File: src/rtl/cal_mac_requant_if.sv
// rtl/cal_mac_requant_if.sv - beat, config and result signals of cal_mac_requant
interface cal_mac_requant_if #(
  parameter int DATA_W = 4,
  parameter int MULT_W = 16
);
  logic              in_valid;
  logic              in_ready;
  logic              in_last;
  logic [DATA_W-1:0] a_in;
  logic [DATA_W-1:0] w_in;
  logic [MULT_W-1:0] multiplier;
  logic [4:0]        shift;
  logic [3:0]        zero_point;
  logic              out_valid;
  logic [3:0]        data_out;
  logic              acc_sat;

  modport master (
    output in_valid, in_last, a_in, w_in, multiplier, shift, zero_point,
    input  in_ready, out_valid, data_out, acc_sat
  );

  modport slave (
    input  in_valid, in_last, a_in, w_in, multiplier, shift, zero_point,
    output in_ready, out_valid, data_out, acc_sat
  );
endinterface

File: src/rtl/cal_mac_requant.sv
// rtl/cal_mac_requant.sv - MAC over zero-point-corrected pairs, fixed-point rescale, +z3, int4 saturate
module cal_mac_requant #(
  parameter int DATA_W = 4,
  parameter int ACC_W  = 16,
  parameter int MULT_W = 16
) (
  input logic clk,
  input logic rst,
  cal_mac_requant_if.slave bus
);
  localparam int PROD_W = 2 * DATA_W;
  localparam int SC_W   = ACC_W + MULT_W + 1;

  localparam logic signed [ACC_W-1:0] ACC_MAX = {1'b0, {(ACC_W-1){1'b1}}};
  localparam logic signed [ACC_W-1:0] ACC_MIN = {1'b1, {(ACC_W-1){1'b0}}};
  localparam logic signed [SC_W+1:0]  V_MAX   = {{(SC_W-2){1'b0}}, 4'b0111};
  localparam logic signed [SC_W+1:0]  V_MIN   = {{(SC_W-2){1'b1}}, 4'b1000};

  typedef enum logic [1:0] {S_ACC, S_DRAIN, S_SCALE, S_ROUND} state_t;
  state_t state, state_nx;

  logic signed [PROD_W-1:0] prod;
  logic                     prod_v;
  logic signed [ACC_W-1:0]  acc;
  logic                     acc_sat_q;
  logic signed [SC_W-1:0]   scaled;
  logic [MULT_W-1:0]        mult_q;
  logic [4:0]               shift_q;
  logic [3:0]               zp_q;
  logic                     out_valid_q;
  logic [3:0]               data_q;

  logic                     ready;
  logic                     accept;
  logic signed [PROD_W-1:0] a_ext, w_ext;
  logic signed [ACC_W:0]    sum_wide;
  logic signed [ACC_W-1:0]  sum_sat;
  logic                     sum_ovf;
  logic signed [SC_W-1:0]   acc_ext, mult_ext;
  logic signed [SC_W:0]     rnd_bias, rnd_sum, rnd_val;
  logic signed [SC_W+1:0]   v_wide;
  logic [3:0]               v_clamp;

  always_ff @(posedge clk or posedge rst) begin
    if (rst) state <= S_ACC;
    else     state <= state_nx;
  end

  always_comb begin
    state_nx = state;
    ready    = 1'b0;
    case (state)
      S_ACC: begin
        ready = 1'b1;
        if (bus.in_valid && bus.in_last) state_nx = S_DRAIN;
      end
      S_DRAIN: state_nx = S_SCALE;
      S_SCALE: state_nx = S_ROUND;
      S_ROUND: state_nx = S_ACC;
      default: state_nx = S_ACC;
    endcase
  end

  always_comb begin
    accept   = bus.in_valid && ready;
    a_ext    = {{DATA_W{bus.a_in[DATA_W-1]}}, bus.a_in};
    w_ext    = {{DATA_W{bus.w_in[DATA_W-1]}}, bus.w_in};
    // One guard bit: overflow shows as disagreement between the top two bits.
    sum_wide = {acc[ACC_W-1], acc} + {{(ACC_W+1-PROD_W){prod[PROD_W-1]}}, prod};
    sum_ovf  = sum_wide[ACC_W] ^ sum_wide[ACC_W-1];
    sum_sat  = sum_ovf ? (sum_wide[ACC_W] ? ACC_MIN : ACC_MAX) : sum_wide[ACC_W-1:0];
    acc_ext  = {{(MULT_W+1){acc[ACC_W-1]}}, acc};
    mult_ext = {{(ACC_W+1){1'b0}}, mult_q};
    // Bias is 2^(shift-1), collapsing to zero when shift is zero.
    rnd_bias = ({{SC_W{1'b0}}, 1'b1} << shift_q) >> 1;
    rnd_sum  = {scaled[SC_W-1], scaled} + rnd_bias;
    rnd_val  = rnd_sum >>> shift_q;
    v_wide   = {rnd_val[SC_W], rnd_val} + {{(SC_W-2){zp_q[3]}}, zp_q};
    if (v_wide > V_MAX)      v_clamp = 4'b0111;
    else if (v_wide < V_MIN) v_clamp = 4'b1000;
    else                     v_clamp = v_wide[3:0];
  end

  always_ff @(posedge clk or posedge rst) begin
    if (rst) begin
      prod        <= '0;
      prod_v      <= 1'b0;
      acc         <= '0;
      acc_sat_q   <= 1'b0;
      scaled      <= '0;
      mult_q      <= '0;
      shift_q     <= '0;
      zp_q        <= '0;
      out_valid_q <= 1'b0;
      data_q      <= '0;
    end else begin
      out_valid_q <= 1'b0;
      prod_v      <= accept;
      if (accept) prod <= a_ext * w_ext;
      if (accept && bus.in_last) begin
        mult_q  <= bus.multiplier;
        shift_q <= bus.shift;
        zp_q    <= bus.zero_point;
      end
      if (state == S_SCALE) scaled <= acc_ext * mult_ext;
      if (state == S_ROUND) begin
        acc         <= '0;
        prod_v      <= 1'b0;
        acc_sat_q   <= 1'b0;
        data_q      <= v_clamp;
        out_valid_q <= 1'b1;
      end else if (prod_v) begin
        acc <= sum_sat;
        if (sum_ovf) acc_sat_q <= 1'b1;
      end
    end
  end

  assign bus.in_ready  = ready;
  assign bus.out_valid = out_valid_q;
  assign bus.data_out  = data_q;
  assign bus.acc_sat   = acc_sat_q;
endmodule

File: src/flat_wrapper.sv
// flat-port wrapper written by rule: the top's interface ports become plain ports
module cal_mac_requant_flat 
#(
  parameter int DATA_W = 4,
  parameter int ACC_W  = 16,
  parameter int MULT_W = 16
)
  (clk, rst, bus_in_valid, bus_in_last, bus_a_in, bus_w_in, bus_multiplier, bus_shift, bus_zero_point, bus_in_ready, bus_out_valid, bus_data_out, bus_acc_sat);
  cal_mac_requant_if #(.DATA_W(DATA_W), .MULT_W(MULT_W)) bus_i ();
  input logic clk;
  input logic rst;
  input wire logic [$bits(bus_i.in_valid)-1:0] bus_in_valid;
  input wire logic [$bits(bus_i.in_last)-1:0] bus_in_last;
  input wire logic [$bits(bus_i.a_in)-1:0] bus_a_in;
  input wire logic [$bits(bus_i.w_in)-1:0] bus_w_in;
  input wire logic [$bits(bus_i.multiplier)-1:0] bus_multiplier;
  input wire logic [$bits(bus_i.shift)-1:0] bus_shift;
  input wire logic [$bits(bus_i.zero_point)-1:0] bus_zero_point;
  output wire logic [$bits(bus_i.in_ready)-1:0] bus_in_ready;
  output wire logic [$bits(bus_i.out_valid)-1:0] bus_out_valid;
  output wire logic [$bits(bus_i.data_out)-1:0] bus_data_out;
  output wire logic [$bits(bus_i.acc_sat)-1:0] bus_acc_sat;
  assign bus_i.in_valid = bus_in_valid;
  assign bus_i.in_last = bus_in_last;
  assign bus_i.a_in = bus_a_in;
  assign bus_i.w_in = bus_w_in;
  assign bus_i.multiplier = bus_multiplier;
  assign bus_i.shift = bus_shift;
  assign bus_i.zero_point = bus_zero_point;
  assign bus_in_ready = bus_i.in_ready;
  assign bus_out_valid = bus_i.out_valid;
  assign bus_data_out = bus_i.data_out;
  assign bus_acc_sat = bus_i.acc_sat;
  cal_mac_requant #(.DATA_W(DATA_W), .ACC_W(ACC_W), .MULT_W(MULT_W)) u_core (.clk(clk), .rst(rst), .bus(bus_i));
endmodule
File: config.mk
export PLATFORM = sky130hd
export DESIGN_NAME = cal_mac_requant_flat
export DESIGN_NICKNAME = d
export VERILOG_FILES = /design/src/rtl/cal_mac_requant_if.sv /design/src/rtl/cal_mac_requant.sv /design/src/flat_wrapper.sv
export SDC_FILE = /design/constraint.sdc
export NUM_CORES = 1
export LEC_CHECK = 0
export BUFFER_PORTS_ARGS = -buffer_cell sky130_fd_sc_hd__buf_4
export CORE_UTILIZATION = 45
export DETAILED_ROUTE_END_ITERATION = 8
export PLACE_DENSITY = 0.62
export SYNTH_ARGS = -nofsm -noshare
export SYNTH_HDL_FRONTEND = slang
export SYNTH_SLANG_ARGS = --single-unit
export TNS_END_PERCENT = 50
File: constraint.sdc
create_clock -name clk -period 7.24 [get_ports clk]
set_input_delay 0.724 -clock clk [delete_from_list [all_inputs] [get_ports clk]]
set_output_delay 0.724 -clock clk [all_outputs]
set_load 0.05 [all_outputs]
=== After elaboration in Yosys (flattened, before gate mapping) ===
Cells that the tools add are included.

* Bits in registers: 91
* Bits in latches: 0
* Bits in writable memories: 0
* ROM bits: 0
* Input bits: 37
* Output and inout port bits: 7
* Logic and storage cells: 46
* Memories kept: 0

* Add/subtract/negate cells: 3
* Multipliers: 2
* Div/mod/pow operators: 0
* $lt $le $gt $ge: 2
* Equality and inequality tests: 4
* Shifts and indexed selects: 2
* Multiplexer cells: 14
* Bitwise logic cells: 1
* Reduce and logical (&&, ||, !) cells: 7

{| class="wikitable"
|+ Operators by type and width
! operator !! number
|-
| $mux W16 || 4
|-
| $add A34 B4 Y35 || 1
|-
| $gt A35 B4 Y1 const B || 1
|-
| $lt A35 B4 Y1 const B || 1
|-
| $add A34 B33 Y34 || 1
|-
| $shl A1 B5 Y34 const A || 1
|-
| $sshr A34 B5 Y34 || 1
|-
| $mul A16 B17 Y33 || 1
|-
| $add A16 B8 Y17 || 1
|-
| $mul A4 B4 Y8 || 1
|-
| $mux W4 || 2
|-
| $pmux W2 S4 || 1
|-
| $mux W1 || 6
|-
| $eq A2 B2 Y1 const B || 2
|-
| $reduce_bool A2 Y1 || 2
|-
| $logic_and A1 B1 Y1 || 3
|-
| $eq A2 B1 Y1 const B || 1
|-
| $logic_not A2 Y1 || 1
|-
| $mux W2 || 1
|-
| $ne A2 B1 Y1 const B || 1
|-
| $reduce_and A2 Y1 || 1
|-
| $xor A1 B1 Y1 || 1
|}

=== Depth between registers and ports, before layout ===
* Word-level depth: 7
* Depth in mapped cells: 33
* Depth with buffers taken out: 30

=== Worst setup path after synthesis ===
No wires, ideal clock.

* Path kind: reg-to-reg
* Start: reg u_core.shift_q[0]
* End: reg u_core.data_q[1] (netlist: u_core.bus.data_out[1])
* Setup time: 0.092 ns
* Data arrival time: 7.307 ns
* Required time: 7.148 ns
* Setup slack: -0.158 ns
* Stages on the path, launching flop included: 30
* Path buffers: 3
* Period minus slack after synthesis: 7.398 ns
* Cell sequence: dfrtp_1 > clkbuf_1 > clkbuf_1 > clkbuf_1 > nor2_1 > nand2_1 > nor2_1 > ha_1 > a21oi_1 > o21ai_1 > nor3_1 > and3_1 > or2_1 > o31a_1 > a311oi_2 > mux2i_1 > and2_1 > o311a_1 > a221o_1 > ha_1 > a21oi_2 > o21bai_4 > a221o_1 > a221o_1 > a211o_1 > or4b_1 > nor4_1 > nand4b_1 > o41a_1 > o31ai_2

* Cells in the longest elaborated chain, start to end: 7
* Elaborated cells on any way between the ends: 8
* Classes of those cells: add/sub: 2; order compare: 2; shift: 2; mux: 2

{| class="wikitable"
|+ Ends and longest elaborated chain
! item !! RTL line !! RTL
|-
| start, declared || cal_mac_requant.sv:28 || <nowiki>logic [4:0] shift_q;</nowiki>
|-
| start signal, assigned || cal_mac_requant.sv:102 || <nowiki>shift_q <= bus.shift;</nowiki>
|-
| $shl A1 B5 Y34 || cal_mac_requant.sv:75 || <nowiki>rnd_bias = ({{SC_W{1'b0}}, 1'b1} << shift_q) >> 1;</nowiki>
|-
| $add A34 B33 Y34 || cal_mac_requant.sv:76 || <nowiki>rnd_sum = {scaled[SC_W-1], scaled} + rnd_bias;</nowiki>
|-
| $sshr A34 B5 Y34 * || cal_mac_requant.sv:77 || <nowiki>rnd_val = rnd_sum >>> shift_q;</nowiki>
|-
| $add A34 B4 Y35 * || cal_mac_requant.sv:78 || <nowiki>v_wide = {rnd_val[SC_W], rnd_val} + {{(SC_W-2){zp_q[3]}}, zp_q};</nowiki>
|-
| $lt A35 B4 Y1 || cal_mac_requant.sv:80 || <nowiki>else if (v_wide < V_MIN) v_clamp = 4'b1000;</nowiki>
|-
| $mux W4 || cal_mac_requant.sv:80 ||
|-
| $mux W4 * || cal_mac_requant.sv:79 || <nowiki>if (v_wide > V_MAX) v_clamp = 4'b0111;</nowiki>
|-
| end signal, assigned || cal_mac_requant.sv:110 || <nowiki>data_q <= v_clamp;</nowiki>
|-
| end, declared || cal_mac_requant.sv:31 || <nowiki>logic [3:0] data_q;</nowiki>
|}

Every way passes the cells marked *; elsewhere a longest branch is shown, timed or not.
A chain may end at the register's enable or synchronous reset.

=== Final worst setup path ===
* Start: reg u_core.shift_q[3]
* End: reg u_core.data_q[1] (netlist: u_core.bus.data_out[1])

The elaborated chain is that of the path after synthesis.

==> impl_metrics.env <==
export IMPL_wl_um=61100
export IMPL_io_pins=44
export IMPL_netlist_instances=2364
export IMPL_die_area_mm2=0.0448
export IMPL_grt_pass1_vias=18754
export IMPL_clk_pin_slew_worst_paths_ns=0.07
export IMPL_fin_area_mm2=0.0245
export IMPL_syn_nets=2825
export IMPL_initial_core_util=0.458
export IMPL_syn_mean_instance_area_um2=8.36
export IMPL_cts_root_buf="clkbuf_16"
export IMPL_tritoncts="done"
export IMPL_synth_edff_count=0
export IMPL_ys_ff_latch=91
export IMPL_htreeDepth=3
export IMPL_dp_hpwl_um=50700
export IMPL_fin_util=0.567
export IMPL_timing_rr_end="u_core.bus.data_out[1]"
export IMPL_rsz0062_at_grt="yes"
export IMPL_dpl_cell_area_mm2=0.0232
export IMPL_die_h_um=212
export IMPL_clkLatencyLatePin_ns=0.37
export IMPL_hold_viol=0
export IMPL_drv_slew=0
export IMPL_worst_path_most_repeated_cell="buf_4"
export IMPL_reg2regPathDepth=31
export IMPL_max_freq_ghz=0.142
export IMPL_cts_buffers=9
export IMPL_grt_usage=0.281
export IMPL_synthArstFlopShare=1.00
export IMPL_final_cell_count_no_fill=3299
export IMPL_timing_setup_tns_ns=0
export IMPL_fp_dieW_um=212
export IMPL_cp_buffers_inverters=6
export IMPL_drt_iter0_markers=1228
export IMPL_end_kind="register"
export IMPL_worstMarginPinSlew_ns=1.11
export IMPL_yosys_warnings=0
export IMPL_finClkSkew_ns=0.0121
export IMPL_netlist_area_mm2=0.0198
export IMPL_drtPass1Iterations=5
export IMPL_regToRegStartpoint="u_core.shift_q[3]"
export IMPL_antenna_found_initial=0
export IMPL_finalCritPeriodShare=0.974
export IMPL_io_buffers=43
export IMPL_final_nets=3170
export IMPL_drive_gt1_frac=0.256
export IMPL_critPathMaxStageDelay_ns=0.56
export IMPL_cp_start_kind="register"
export IMPL_drc=0
export IMPL_crit_slowest_cell="or4b_4"
export IMPL_crit_type="register to register"
export IMPL_critical_path_required_ns=7.52
export IMPL_via_count=18441
export IMPL_grt_overflow=0
export IMPL_status="complete, no violations"
export IMPL_clock_sinks=91
export IMPL_area_growth_pct=23.8
export IMPL_hp_class="input pin to asynchronous set/reset pin"
export IMPL_grt_pass1_wl_um=99400
export IMPL_ys_flop_type="dfrtp_1"
export IMPL_grt_max_degree=49
export IMPL_slew_limit_headroom=0.260
export IMPL_place_inst=3264
export IMPL_setup_viol=0
export IMPL_drt_vias_per_instance=5.59
export IMPL_avgRoutedWirePerCell_um=18.5
export IMPL_seq_area_frac_synth=0.115
export IMPL_path_max_fanout=8
export IMPL_worstPathArrival_ns=7.33
export IMPL_reg2reg_slack_ns=0.19
export IMPL_cap_violations=0
export IMPL_ctsHoldBuffers=0
export IMPL_core_area_mm2=0.0432
export IMPL_gp_congestion=0.972
export IMPL_min_period_ns=7.05
export IMPL_clock_path_buffers=2
export IMPL_ant_nets=0
export IMPL_synth_cell_type_count=92
export IMPL_path_delay_family="compound AO/OA/AOI/OAI gates"
export IMPL_row_count=76
export IMPL_antenna_cells=0
[synthesized netlist by cell type, drive strengths merged, types with 55 or more instances]
| cell type | instances | area, µm² |
|---|---|---|
| and2 | 118 | 738 |
| nand2 | 267 | 1000 |
| o21ai | 95 | 475 |
| nor2 | 162 | 608 |
| fa | 206 | 4120 |
| xnor2 | 72 | 631 |
| a21o | 55 | 413 |
| mux2 | 70 | 788 |
| a21oi | 121 | 609 |
| clkbuf | 84 | 317 |
| ha | 218 | 2730 |
| dfrtp | 91 | 2280 |
| inv | 281 | 1050 |
[state kept, by name, indices dropped and copies added, names as in the netlist]
register              cells
u_core.scaled            33
u_core.acc               16
u_core.mult_q            16
u_core.prod               8
u_core.shift_q            5
u_core.bus.data_out       4
u_core.zp_q               4
u_core.state              2
u_core.bus.acc_sat        1
u_core.bus.out_valid      1
u_core.prod_v             1
[routing by layer]
metal | track usage | routed length, µm | vias up | share of wire
met4 | 0.0807 | 1200 | 0 | 0.020
met1 | 0.388 | 27800 | 9029 | 0.45
met3 | 0.0260 | 2930 | 78 | 0.048
met5 | 0 | 0 | - | 0
met2 | 0.468 | 29200 | 543 | 0.48
li1 | - | - | 8791 | -
[layout by cell type, fill, tap and decap left out, types with 9 or more instances in the layout]
cell       instances
o21ai_1           20
fa_1             204
nand2_1          259
a211oi_1          16
nor2b_1           11
nor2_1           142
a21oi_2           12
o21a_1            21
xnor2_1           66
o211ai_1          19
dfrtp_1           85
or3_1             10
nand2b_1          34
o21ai_0           66
a21o_1            55
a31oi_1           12
inv_1            278
a211o_1           14
xor2_1            22
and2_1           115
o21bai_1          10
mux2i_1           40
nor2_2            16
buf_4            432
mux2_2            69
nand4_1           20
ha_1             202
ha_4               9
o21ai_2            9
nor3_1            23
a221o_1           22
nand3_1           36
a21oi_1          104
clkbuf_16          9
[final cells by class]
cell class                 count  area (µm²)
inverter                     285        1070
timing repair buffer         434        3280
clock inverter                 6        47.5
tap                          585         732
clock buffer                  10         239
sequential                    91        2280
multi-input combinational   1888       16800
fill                        4042       18700
[worst max path at each step]
stage | startpoint | endpoint | cells past startpoint
2_1_floorplan | u_core.shift_q[1] | u_core.bus.data_out[1] | 28
3_3_place_gp | u_core.shift_q[0] | u_core.bus.data_out[1] | 32
3_5_place_dp | u_core.shift_q[0] | u_core.bus.data_out[1] | 32
4_1_cts | u_core.shift_q[0] | u_core.bus.data_out[1] | 32
5_1_grt | u_core.shift_q[0] | u_core.bus.data_out[1] | 32
6_report | u_core.shift_q[3] | u_core.bus.data_out[1] | 31
[stage by stage]
stage | setup slack, ns | hold WS [ns]
global placement | -0.556 | 0.469
CTS | 0.00255 | 0.425
floorplan | 0.0138 | 0.454
finish | 0.188 | 0.412
detailed placement | -0.533 | 0.475
global route | -0.0902 | 0.452
[cells by family after synthesis]
group,after synthesis,synth area share
xor+xnor,97,0.0430
compound gates,498,0.172
flops,91,0.115
simple gates,750,0.183
mux,119,0.0659
fa+ha+maj,424,0.347
buf+inv,385,0.0750
[repair_timing]
| action | CTS | global route |
|---|---|---|
| gates cloned | 0 | 0 |
| resized for setup | 27 | 178 |
| buffers inserted | 1 | 18 |
| pin swaps | 8 | 56 |
| setup endpoints to repair | 3 | 7 |
Power is not shown: default switching activity piles up to over one toggle a cycle in this logic, so the estimate is an artifact.
